## config.mk

```make
export PLATFORM = sky130hd
export DESIGN_NAME = spart_bus_ctrl
export DESIGN_NICKNAME = d
export VERILOG_FILES = /design/src/rtl/spart_bus_ctrl.sv
export SDC_FILE = /design/constraint.sdc
export NUM_CORES = 1
export LEC_CHECK = 0
export BUFFER_PORTS_ARGS = -buffer_cell sky130_fd_sc_hd__buf_2
export CORE_MARGIN = 3
export CORE_UTILIZATION = 50
export CTS_CLUSTER_DIAMETER = 80
export DETAILED_ROUTE_END_ITERATION = 8
export GPL_TIMING_DRIVEN = 0
export PLACE_DENSITY = 0.76
export SLEW_MARGIN = 20
export SYNTH_ARGS = -nofsm -noshare
export SYNTH_HDL_FRONTEND = slang
export SYNTH_SLANG_ARGS = --single-unit
```

## constraint.sdc

```tcl
create_clock -name clk -period 2.3 [get_ports clk]
set_input_delay 0.115 -clock clk [delete_from_list [all_inputs] [get_ports clk]]
set_output_delay 0.115 -clock clk [all_outputs]
set_load 0.03 [all_outputs]
```

## src/rtl/spart_bus_ctrl.sv

```systemverilog
// SPART bus-side controller: CPU I/O decode, baud divisor with 16x enable tick,
// transmit-load and receive-acknowledge sequencing toward the rx/tx engines.
module spart_bus_ctrl #(
    parameter logic [15:0] DIV_RESET = 16'd325
) (
    input  logic       clk,
    input  logic       rst,
    input  logic       iocs,
    input  logic       iorw,
    input  logic [1:0] ioaddr,
    input  logic [7:0] db_in,
    output logic [7:0] db_out,
    input  logic [7:0] rx_data,
    input  logic       rda_in,
    input  logic       tx_busy,
    output logic       enable,
    output logic [7:0] tx_data,
    output logic       tx_load,
    output logic       rx_ack,
    output logic       tbr
);

    localparam logic [1:0] ADDR_DATA   = 2'b00;
    localparam logic [1:0] ADDR_STATUS = 2'b01;
    localparam logic [1:0] ADDR_DIV_LO = 2'b10;
    localparam logic [1:0] ADDR_DIV_HI = 2'b11;

    typedef enum logic {
        ST_RUN  = 1'b0,
        ST_STOP = 1'b1
    } baud_state_t;

    localparam baud_state_t STATE_RESET = (DIV_RESET != 16'd0) ? ST_RUN : ST_STOP;

    baud_state_t state_q, state_d;
    logic [15:0] div_q, div_d;
    logic [15:0] cnt_q, cnt_d;
    logic [7:0]  shadow_lo_q, shadow_lo_d;
    logic        enable_q, enable_d;
    logic [7:0]  tx_data_q, tx_data_d;
    logic        tx_load_q, tx_load_d;
    logic        tx_pending_q, tx_pending_d;
    logic        rx_ack_q, rx_ack_d;
    logic        ovr_q, ovr_d;

    logic        bus_rd;
    logic        bus_wr;
    logic        wr_data;
    logic        wr_div_lo;
    logic        wr_div_hi;
    logic        rd_data;
    logic        rd_status;
    logic        tbr_int;
    logic [15:0] new_div;

    assign bus_rd    = iocs & iorw;
    assign bus_wr    = iocs & ~iorw;
    assign wr_data   = bus_wr && (ioaddr == ADDR_DATA);
    assign wr_div_lo = bus_wr && (ioaddr == ADDR_DIV_LO);
    assign wr_div_hi = bus_wr && (ioaddr == ADDR_DIV_HI);
    assign rd_data   = bus_rd && (ioaddr == ADDR_DATA);
    assign rd_status = bus_rd && (ioaddr == ADDR_STATUS);
    assign new_div   = {db_in, shadow_lo_q};

    // Buffer readiness depends only on the pending flop and the engine's busy flag,
    // never on the bus decode, so it has no combinational path from the CPU side.
    assign tbr_int = ~tx_pending_q & ~tx_busy;

    always_comb begin
        state_d      = state_q;
        div_d        = div_q;
        cnt_d        = cnt_q;
        shadow_lo_d  = shadow_lo_q;
        enable_d     = 1'b0;
        tx_data_d    = tx_data_q;
        tx_load_d    = 1'b0;
        tx_pending_d = tx_pending_q;
        rx_ack_d     = rd_data;
        ovr_d        = ovr_q;

        if (wr_div_lo) begin
            shadow_lo_d = db_in;
        end

        // A divisor commit restarts the count and suppresses any tick due this cycle.
        if (wr_div_hi) begin
            div_d   = new_div;
            cnt_d   = new_div;
            state_d = (new_div != 16'd0) ? ST_RUN : ST_STOP;
        end else begin
            case (state_q)
                ST_RUN: begin
                    if (cnt_q == 16'd0) begin
                        enable_d = 1'b1;
                        cnt_d    = div_q;
                    end else begin
                        cnt_d = cnt_q - 16'd1;
                    end
                end
                default: begin
                    cnt_d = cnt_q;
                end
            endcase
        end

        if (tx_busy) begin
            tx_pending_d = 1'b0;
        end

        if (rd_status) begin
            ovr_d = 1'b0;
        end

        if (wr_data) begin
            if (tbr_int) begin
                tx_data_d    = db_in;
                tx_load_d    = 1'b1;
                tx_pending_d = 1'b1;
            end else begin
                ovr_d = 1'b1;
            end
        end
    end

    always_ff @(posedge clk or posedge rst) begin
        if (rst) begin
            state_q      <= STATE_RESET;
            div_q        <= DIV_RESET;
            cnt_q        <= DIV_RESET;
            shadow_lo_q  <= 8'd0;
            enable_q     <= 1'b0;
            tx_data_q    <= 8'd0;
            tx_load_q    <= 1'b0;
            tx_pending_q <= 1'b0;
            rx_ack_q     <= 1'b0;
            ovr_q        <= 1'b0;
        end else begin
            state_q      <= state_d;
            div_q        <= div_d;
            cnt_q        <= cnt_d;
            shadow_lo_q  <= shadow_lo_d;
            enable_q     <= enable_d;
            tx_data_q    <= tx_data_d;
            tx_load_q    <= tx_load_d;
            tx_pending_q <= tx_pending_d;
            rx_ack_q     <= rx_ack_d;
            ovr_q        <= ovr_d;
        end
    end

    always_comb begin
        db_out = 8'd0;
        case (ioaddr)
            ADDR_DATA:   db_out = rx_data;
            ADDR_STATUS: db_out = {5'b00000, ovr_q, tbr_int, rda_in};
            ADDR_DIV_LO: db_out = div_q[7:0];
            ADDR_DIV_HI: db_out = div_q[15:8];
            default:     db_out = 8'd0;
        endcase
    end

    assign enable  = enable_q;
    assign tx_data = tx_data_q;
    assign tx_load = tx_load_q;
    assign rx_ack  = rx_ack_q;
    assign tbr     = tbr_int;

endmodule

```

Word level (Yosys, flattened, before mapping)
Cells that the tools add are included.

Bits in registers: 54. Bits of input ports: 24. Output and inout port bits: 20. Word-level logic and storage cells: 46.

Add/subtract/negate cells: 1. Equal/unequal tests: 4. Muxes and demuxes: 16. Bitwise operators: 6. Reductions and logical operators: 9.

Operator list (number): two-way mux 16 bit (3); case mux 8 bit (4 select lines) (1); zero test 16 bit (1); nonzero test 16 bit (1); subtractor 16 x 1 -> 16 bit, second input constant (1); two-way mux 1 bit (12); logical AND 1 bit (5); == test 2 bit, second input constant (2); bitwise AND 1 bit (3); NOT 1 bit (3); == test 2 x 1 -> 1 bit, second input constant (1); zero test 2 bit (1); != test 2 x 1 -> 1 bit, second input constant (1); AND reduction 2 bit (1).

Longest topological paths before layout
Gate-level depths: netlist of run 1.

Depth in word-level cells: 5. Depth in mapped cells: 8. Mapped depth without buffers: 7.

Least setup slack after synthesis of run 1
Ideal clock, no wire load.

Path type: reg2reg. From: register cnt_q[1]. To: register cnt_q[10]. Library setup time: 126 ps. Arrival: 1791 ps. Required time: 2174 ps. Path slack: 383 ps. Stages on the path, launching flop included: 9. Buffers on the path: 1. Period minus slack after synthesis: 1917 ps. Path through: dfrtp_1 > inv_1 > ha_1 > or3b_1 > clkbuf_1 > nor4_2 > xnor2_1 > a211oi_1 > a221o_1.

Word-level cells in the longest chain between the ends: 4. Elaborated cells between the ends (all ways): 5. Those cells by class: add/sub (1); mux (3); reduce/logical (1).

Ends and longest elaborated chain: start, declared (line 37) `logic [15:0] cnt_q, cnt_d;`; start signal, assigned (line 140) `cnt_q <= cnt_d;`; subtractor 16 x 1 -> 16 bit or zero test 16 bit (tied branches) (line 97, 93); two-way mux 16 bit (*) (line 93) `if (cnt_q == 16'd0) begin`; two-way mux 16 bit (*) (line 91) `case (state_q)`; two-way mux 16 bit (*) (line 86) `if (wr_div_hi) begin`.

Every way passes the cells marked *; elsewhere a longest branch is shown, timed or not. The select of a mux whose other input is x is not followed. A chain may end at the register's enable or synchronous reset.

Final worst setup path of run 1
From: register cnt_q[4]. To: register cnt_q[9].

Same word-level chain as after synthesis.

==> results of run 1 <==
cells in the mapped netlist, drive strengths merged:
cell type / count / area, µm²
nand3: 7 / 35.0
a21oi: 6 / 30.0
buf: 6 / 31.3
o211ai: 4 / 30.0
nor2: 15 / 56.3
or2: 1 / 6.26
nor3b: 2 / 20.0
nand2b: 1 / 6.26
ha: 2 / 25.0
nand2: 59 / 221
clkbuf: 8 / 30.0
nor4: 11 / 96.3
dfstp: 8 / 210
and3: 1 / 6.26
a222oi: 1 / 10.0
and3b: 1 / 8.76
o21bai: 1 / 7.51
or3: 1 / 6.26
mux2i: 8 / 80.1
and4b: 1 / 10.0
o21a: 1 / 7.51
dfrtp: 46 / 1150
a22oi: 1 / 7.51
mux2: 16 / 180
xor2: 2 / 17.5
a221o: 8 / 80.1
o41ai: 1 / 8.76
xnor2: 7 / 61.3
o31ai: 1 / 7.51
mux4: 3 / 67.6
o21ai: 17 / 85.1
nor3: 7 / 35.0
a211oi: 4 / 30.0
or4: 2 / 18.8
or3b: 1 / 8.76
nor4b: 1 / 23.8
nand4: 5 / 37.5
and2: 1 / 6.26
inv: 6 / 22.5
a31oi: 2 / 12.5
nor2b: 3 / 18.8
cell families after synthesis:
family	after synthesis
adders and majority gates	2
buffers and inverters	20
DFF	54
AOI/OAI and AO/OA	47
xor gates and xnor gates	9
muxes	27
and+or+nand+nor	120
critical path, cell delays in order (launching register included):
cell	delay (ns)
dfrtp_1	0.40
buf_6	0.14
nor4_2	0.51
nand4_2	0.39
buf_2	0.31
nor3_1	0.18
a31oi_1	0.07
nand2_1	0.11
where the power goes:
part,internal [mW],switching [mW]
clock network,0.324,0.317
registers,1.24,0.322
logic,0.459,0.543
sequential cells by signal, indices dropped and copies added (netlist names):
| register | cells |
|---|---|
| cnt_q | 16 |
| div_q | 16 |
| enable | 1 |
| ovr_q | 1 |
| rx_ack | 1 |
| shadow_lo_q | 8 |
| state_q | 1 |
| tx_data | 8 |
| tx_load | 1 |
| tx_pending_q | 1 |
what timing repair did:
| action | in CTS | in global routing |
|---|---|---|
| endpoints found under the setup margin | 0 | 4 |
| buffers inserted | 0 | 1 |
| hold buffers | 2 | 0 |
| endpoints found under the hold margin | 25 | 0 |
area by class of cell:
cell class	count	area (µm²)
plain buffers	13	57.6
repair buffers	47	263
well taps	70	87.6
inverters	6	22.5
flip-flops and latches	54	1360
clock inverters	3	45.0
clock buffers	5	68.8
fillers	457	1990
multi-input cells	205	1370
final timing paths:
| path | from | to | cells past startpoint |
|---|---|---|---|
| setup / recovery | cnt_q[4] | cnt_q[9] | 7 |
| hold / removal | db_in[0] | div_q[8] | 3 |
| setup reg to reg | cnt_q[4] | cnt_q[9] | 7 |
| hold reg to reg | div_q[0] | div_q[0] | 2 |
| max in group asynchronous | rst | cnt_q[0] | 4 |
| min in group asynchronous | rst | tx_pending_q | 3 |
per-stage QoR:
stage / power (mW) / hold WS [ns] / instances / cell area, µm²
3_3_place_gp: 2.51 / 0.289 / 392 / 3120
5_1_grt: 3.38 / 0.0701 / 403 / 3280
4_1_cts: 3.20 / 0.0374 / 403 / 3270
3_5_place_dp: 2.56 / 0.216 / 393 / 3140
2_1_floorplan: 2.26 / 0.181 / 279 / 2820
6_report: 3.20 / 0.0527 / 403 / 3280
per-layer routing:
layer | part of all wire (%) | GRT usage [%] | up-vias
met4 | 2.1 | 10.5 | 0
li1 | - | - | 1112
met5 | 0 | 0 | -
met3 | 6.3 | 3.66 | 15
met2 | 49 | 39.1 | 109
met1 | 43 | 32.9 | 1193
==> summary.txt, run 1 <==
Yosys
  – Number of synthesized register bits: 54
  – Syn Area/Cell: 10.1 µm²
  – Synthesized cell area: 2820 µm²
  – Mux cell area share after synthesis: 11.6%
  – Post-synth cell types: 49
  – Post-synthesis compound-gate area fraction: 11.2%
  – Register area share after synthesis: 48.4%
  – Synth Area in Simple Gates: 22.1%
  – Synth warn: 0
  – Xor/xnor share of the synthesized area: 2.80%
  – Main combinational cell family by area after synthesis: simple AND/OR/NAND/NOR gates
  – Syn Inst Count: 279
  – Post-Syn Nets: 305
  – Adder-Cell Fraction of Synth Area: 0.889%

Final layout
  – Most frequent cells in the layout: nand2_1 (59), dfrtp_1 (46), buf_2 (44), o21ai_0 (16), mux2_2 (16)
  – Share of layout cells above drive strength 1: 27.3%
  – Commonest non-fill, non-tap cell in the layout: nand2_1
  – Fin util: 62.2%
  – Net count, final: 358
  – Synth-to-Final Area Change: 16.4%
  – # diodes: 0

Global route
  – Initial antenna violation count: 0
  – Grt total ovfl: 0
  – First-pass GRT wire length: 11,900 µm
  – Pin count of the biggest net entering global routing: 29
  – Number of global-route vias before repair: 2,344
  – Total GRT Usage: 24.3%

Drt
  – # DRC: 0
  – Via count: 2,429
  – Drt wl/cell: 18.8 µm
  – DR vias/cell: 6.03
  – Number of routed nets with antenna violations: 0
  – Total wire length: 7560 µm
  – Pre-antenna DRT Iters: 5
  – Initial drt markers: 294

Floorplan
  – Row cnt: 26
  – Chip Height: 81.0 µm
  – Die area: 6570 µm²
  – Placeable core area: 5270 µm²
  – Io pins: 44
  – Initial Utilization: 53.4%
  – Die X: 81.0 µm

Min path
  – HP Class: in -> reg

STA
  – Worst-Margin Slew: 1.01 ns
  – Fin. max-slew vios: 0
  – Setup slack after layout: 0.129 ns
  – Min cycle time layout: 2.17 ns
  – Finish-stage setup viols: 0
  – Part of the cycle the worst path needs: 94.4%
  – RSZ-0062 raised after global routing: false
  – Setup TNS: 0 ns
  – Slew margin rel.: 32.0%
  – Fmax: 461 MHz
  – Clock skew: 0.00285 ns
  – Final hold vios: 0

Setup path
  – Crit path kind: reg -> reg
  – CP endpoint kind: flop
  – Critical Path Start Type: flop
  – WP data required: 2.55 ns
  – Reg-to-reg slack, setup: 0.13 ns
  – Crit path DAT: 2.42 ns
  – Worst-path maximum fanout: 10

Clock network
  – H-Tree Depth: 2
  – TritonCTS Sinks: 54
  – CTS tree: done
  – Post-CTS Resized: 0
  – Bufs on Longest Clock Path: 2
  – Clk slew on worst S/H paths: 0.10 ns
  – Worst skew pair latency: 0.31 ns
  – Num CTS Buffers: 5
  – Clk root buf: clkbuf_8

Power
  – Max VDD drop: 0.000592 V
  – Power Density: 978 nW/µm²
  – Leak pwr: 1.51 nW

Run status
  – Status: finished clean

Place
  – Detailed Place HPWL: 5620 µm
  – Routability Congestion: 0.975
  – Pre-CTS WS: 0.106 ns
  – Port-buffer cells: 43

Run
  – Max-Cap Viols: 0
(Power assumes the default switching activity.)
==> run 2: changes to the inputs <==
HOLD_SLACK_MARGIN = 0.12   (was not set)
==> summary.txt, run 2 (synthesized netlist as in run 1, its figures left out) <==
Final layout
  – Fin cells: 413
  – Top flop regs: cnt_q: 16 flops, div_q: 16 flops
  – Commonest non-fill, non-tap cell in the layout: nand2_1
  – Synth-to-Final Area Change: 20.0%
  – # diodes: 0
  – Share of layout cells above drive strength 1: 26.8%
  – Net count, final: 368
  – Design Area, Final: 3380 µm²
  – Most frequent cells in the layout: nand2_1 (59), dfrtp_1 (46), buf_2 (44), o21ai_0 (16), mux2_2 (16)
  – Fillers: 444

Clock network
  – Bufs on Longest Clock Path: 2
  – H-Tree Depth: 2
  – Num CTS Buffers: 5
  – Worst skew pair latency: 0.31 ns
  – CTS tree: done
  – TritonCTS Sinks: 54
  – Clk slew on worst S/H paths: 0.10 ns
  – Clk root buf: clkbuf_8

Setup path
  – Slowest cell delay on critical path: 0.52 ns
  – CP Buf/Inv Count: 2
  – CP max stage cell: nor4_2
  – Worst-path maximum fanout: 10
  – Crit path DAT: 2.43 ns
  – WP data required: 2.55 ns
  – Stages on the worst setup path: 7
  – CP endpoint kind: flop
  – Critical Path Start Type: flop
  – Reg2Reg Depth: 7
  – CP top delay family: simple AND/OR/NAND/NOR gates
  – Crit path kind: reg -> reg
  – Critical path, cell by cell: buf_6, nor4_2, nand4_2, buf_2, nor3_1, a31oi_1, nand2_1

Floorplan
  – Io pins: 44
  – Chip Height: 81.0 µm
  – Die area: 6570 µm²
  – Die X: 81.0 µm
  – Placeable core area: 5270 µm²
  – Initial Utilization: 53.4%
  – Row cnt: 26

Global route
  – Total GRT Usage: 25.1%
  – First-pass GRT wire length: 12,300 µm
  – Pin count of the biggest net entering global routing: 29
  – Grt total ovfl: 0
  – Initial antenna violation count: 0
  – Number of global-route vias before repair: 2,424

STA
  – Slew margin rel.: 34.7%
  – Setup TNS: 0 ns
  – RSZ-0062 raised after global routing: false
  – Worst-Margin Slew: 0.971 ns
  – Clock skew: 0.00447 ns
  – Min cycle time layout: 2.18 ns
  – Finish-stage setup viols: 0
  – Final hold vios: 0
  – Setup slack after layout: 0.116 ns
  – Fin. max-slew vios: 0
  – Part of the cycle the worst path needs: 95.0%
  – Fmax: 458 MHz

Drt
  – Pre-antenna DRT Iters: 5
  – DR vias/cell: 6.03
  – Initial drt markers: 226
  – Number of routed nets with antenna violations: 0
  – Via count: 2,492
  – Total wire length: 7780 µm
  – Drt wl/cell: 18.8 µm
  – # DRC: 0

Place
  – Port-buffer cells: 43
  – Inst Count DP: 393
  – Post-Place Cell Area: 3140 µm²
  – Detailed Place HPWL: 5620 µm
  – Routability Congestion: 0.975
  – Pre-CTS WS: 0.106 ns

Power
  – Power Density: 954 nW/µm²
  – Leak pwr: 1.55 nW
  – Max VDD drop: 0.000592 V

Run status
  – Status: finished clean

Run
  – Max-Cap Viols: 0

Min path
  – Hold depth: 4
  – HP Class: in -> reg
[run 2: changes by cell type in the layout (fill, tap and decap cells not counted)]
cell	before	now
clkbuf_2	0	1
buf_1	4	3
dlygate4sd3_1	2	12
[run 2: path summary, 6_finish.rpt]
| kind | from | end | slack, ns |
|---|---|---|---|
| setup / recovery | cnt_q[4] | cnt_q[9] | 0.12 |
| hold / removal | iocs | ovr_q | 0.18 |
| setup reg to reg | cnt_q[4] | cnt_q[9] | 0.12 |
| hold reg to reg | div_q[0] | div_q[0] | 0.48 |
| max in group asynchronous | rst | div_q[0] | 1.24 |
| min in group asynchronous | rst | tx_data[2] | 0.43 |
[run 2: what timing repair did]
| action | 4_1_cts | 5_1_grt |
|---|---|---|
| hold buffers | 12 | 0 |
| resized for setup | 0 | 1 |
| endpoints found under the hold margin | 40 | 0 |
| setup buffers | 0 | 1 |
| endpoints found under the setup margin | 0 | 8 |
[run 2: metal layers]
| metal | global-route usage [%] | up-vias | wire length, µm |
|---|---|---|---|
| li1 | - | 1133 | - |
| met1 | 33.3 | 1236 | 3270 |
| met2 | 41.5 | 105 | 3860 |
| met3 | 3.66 | 18 | 480 |
| met4 | 10.3 | 0 | 176 |
| met5 | 0 | - | 0 |
[run 2: stage by stage]
stage               power [mW]  hold WS, ns  utilization [%]
finish                    3.22        0.184             64.1
global route              3.39        0.215             64.1
CTS                       3.22        0.164             64.0
detailed placement        2.56        0.216             59.5
global placement          2.51        0.289             59.2
floorplan                 2.26        0.181                -
[run 2: cell type report]
class                   count  area, µm²  area share, %
clock buffers               5       68.8           2.04
inverters                   6       22.5          0.667
flip-flops and latches     54       1360           40.3
plain buffers              13       58.8           1.74
multi-input cells         205       1370           40.6
clock inverters             3       45.0           1.33
well taps                  70       87.6           2.59
repair buffers             57        363           10.7
[run 2: where the power goes]
| part | total [mW] | internal (mW) | switching, mW |
|---|---|---|---|
| Sequential | 1.57 | 1.24 | 0.326 |
| Clock | 0.640 | 0.324 | 0.316 |
| Combinational | 1.02 | 0.470 | 0.545 |
[run 2: worst min-delay path: cells and delay by family]
family / cells / cell delay, ns
compound gates: 2 / 0.15
buf+inv: 1 / 0.11
simple gates: 1 / 0.08
==> run 3: changes to the inputs <==
BUFFER_PORTS_ARGS = not set   (was -buffer_cell sky130_fd_sc_hd__buf_2)
DONT_BUFFER_PORTS = 1   (was not set)
PLACE_DENSITY = 0.69   (was 0.76)
==> summary.txt, run 3 (synthesized netlist as in run 1, its figures left out) <==
Run status
  – Status: finished clean

Global route
  – Grt total ovfl: 0
  – First-pass GRT wire length: 12,100 µm
  – Pin count of the biggest net entering global routing: 55
  – Number of global-route vias before repair: 2,219
  – Total GRT Usage: 24.9%
  – Initial antenna violation count: 0

Final layout
  – Commonest non-fill, non-tap cell in the layout: nand2_1
  – Share of layout cells above drive strength 1: 15.8%
  – Most frequent cells in the layout: nand2_1 (59), dfrtp_1 (46), o21ai_0 (16), mux2_2 (16)
  – Area of the multi-input gates: 1390 µm²
  – # diodes: 0
  – FF+latch area: 1360 µm²
  – Fillers: 462
  – Fin cells: 373
  – Net count, final: 328
  – Design Area, Final: 3180 µm²
  – Synth-to-Final Area Change: 12.8%
  – Fin util: 60.3%
  – Top flop regs: cnt_q: 16 flops, div_q: 16 flops

Clock network
  – Worst skew pair latency: 0.31 ns
  – Bufs on Longest Clock Path: 2
  – H-Tree Depth: 2
  – Clk slew on worst S/H paths: 0.11 ns
  – CTS tree: done
  – Num CTS Buffers: 5
  – Clk root buf: clkbuf_8
  – TritonCTS Sinks: 54

Setup path
  – Critical Path Start Type: flop
  – WP data required: 2.51 ns
  – CP max stage cell: dfrtp_1
  – Slowest cell delay on critical path: 0.45 ns
  – CP endpoint kind: flop
  – Reg-to-reg slack, setup: 0.11 ns
  – RR Startpoint: cnt_q[1]
  – CP top delay family: simple AND/OR/NAND/NOR gates
  – CP Buf/Inv Count: 2
  – Crit path kind: reg -> reg
  – Crit path DAT: 2.40 ns
  – Worst-path maximum fanout: 8
  – Critical path, cell by cell: inv_1, ha_1, or3b_1, clkbuf_1, nor4_2, xnor2_1, a211oi_1, a221o_1
  – Crit path from: cnt_q[1]

Power
  – Max VDD drop: 0.000545 V
  – Power Density: 978 nW/µm²
  – Pint: 1.89 mW
  – Sw frac: 39.1%
  – Psw: 1.21 mW
  – Gate power share: 28.8%
  – Clock power frac: 18.5%
  – Leak pwr: 1.37 nW
  – Seq pwr share: 52.7%

Drt
  – Drt wl/cell: 20.4 µm
  – Pre-antenna DRT Iters: 5
  – Total wire length: 7600 µm
  – # DRC: 0
  – Number of routed nets with antenna violations: 0
  – Via count: 2,342
  – DR vias/cell: 6.28
  – Initial drt markers: 384

Min path
  – Hold wc startpoint: ioaddr[0]
  – HP Class: in -> reg

STA
  – RSZ-0062 raised after global routing: false
  – Hold Slack: 0.147 ns
  – Min cycle time layout: 2.19 ns
  – Slew margin rel.: 34.4%
  – Fmax: 457 MHz
  – Final hold vios: 0
  – Fin. max-slew vios: 0
  – Clock skew: 0.0104 ns
  – Worst-Margin Slew: 0.974 ns
  – Part of the cycle the worst path needs: 95.2%
  – Setup TNS: 0 ns
  – Finish-stage setup viols: 0

Floorplan
  – Die X: 81.0 µm
  – Io pins: 44
  – Placeable core area: 5270 µm²
  – Row cnt: 26
  – Die area: 6570 µm²
  – Initial Utilization: 53.4%
  – Chip Height: 81.0 µm

Place
  – Port-buffer cells: 0
  – Post-Place Cell Area: 2910 µm²
  – Inst Count DP: 349
  – Routability Congestion: 0.933
  – Detailed Place HPWL: 5300 µm

Run
  – Max-Cap Viols: 0
[run 3: repair_timing]
| action | 4_1_cts | 5_1_grt |
|---|---|---|
| endpoints found under the setup margin | 0 | 6 |
| hold endpoints to repair | 82 | 0 |
| setup buffers | 0 | 1 |
| hold buffers | 15 | 0 |
| gates resized for setup | 0 | 1 |
[run 3: through the flow]
step | setup WS [ns] | total power [mW]
5_1_grt | 0.0169 | 3.28
3_3_place_gp | 0.0610 | 2.45
3_5_place_dp | 0.133 | 2.49
2_1_floorplan | 0.383 | 2.26
6_report | 0.110 | 3.11
4_1_cts | 0.107 | 3.09
[run 3: worst paths after layout]
check,end,cells past startpoint
max in group asynchronous,cnt_q[7],2
worst min-delay path,shadow_lo_q[5],2
worst max-delay path,cnt_q[10],8
worst min register to register,div_q[0],2
worst max register to register,cnt_q[10],8
min in group asynchronous,tx_data[2],2
[run 3: power groups by stage]
stage | Combinational [mW] | Sequential, mW | Clock [mW]
after floorplan | 0.721 | 1.54 | 0
after global placement | 0.821 | 1.63 | 0
after detailed placement | 0.842 | 1.65 | 0
after CTS | 0.878 | 1.63 | 0.584
after global routing | 0.982 | 1.67 | 0.621
final | 0.896 | 1.64 | 0.575
[run 3: worst register-to-register path, delay by kind of cell, from the launching register on]
family	cells	cell delay, ns
XOR/XNOR	1	0.15
flip-flops	1	0.45
buffers and inverters	2	0.33
adder cells (fa/ha/maj)	1	0.18
AND/OR/NAND/NOR	2	0.58
AO/OA/AOI/OAI	2	0.38
[run 3: per-layer routing]
| layer | vias up | track usage (%) | share of wire [%] |
|---|---|---|---|
| met2 | 122 | 38.3 | 46 |
| met1 | 1146 | 36.1 | 43 |
| li1 | 1054 | - | - |
| met5 | - | 0 | 0 |
| met4 | 0 | 6.42 | 2.2 |
| met3 | 20 | 5.10 | 8.4 |
[run 3: layout make-up]
| class | instances | share of cell area (%) |
|---|---|---|
| buffer | 14 | 1.93 |
| clock buffer | 5 | 2.17 |
| clock inverter | 3 | 0.906 |
| inverter | 6 | 0.788 |
| multi-input combinational | 205 | 43.6 |
| sequential | 54 | 42.9 |
| tap | 70 | 2.76 |
| timing repair buffer | 16 | 4.96 |
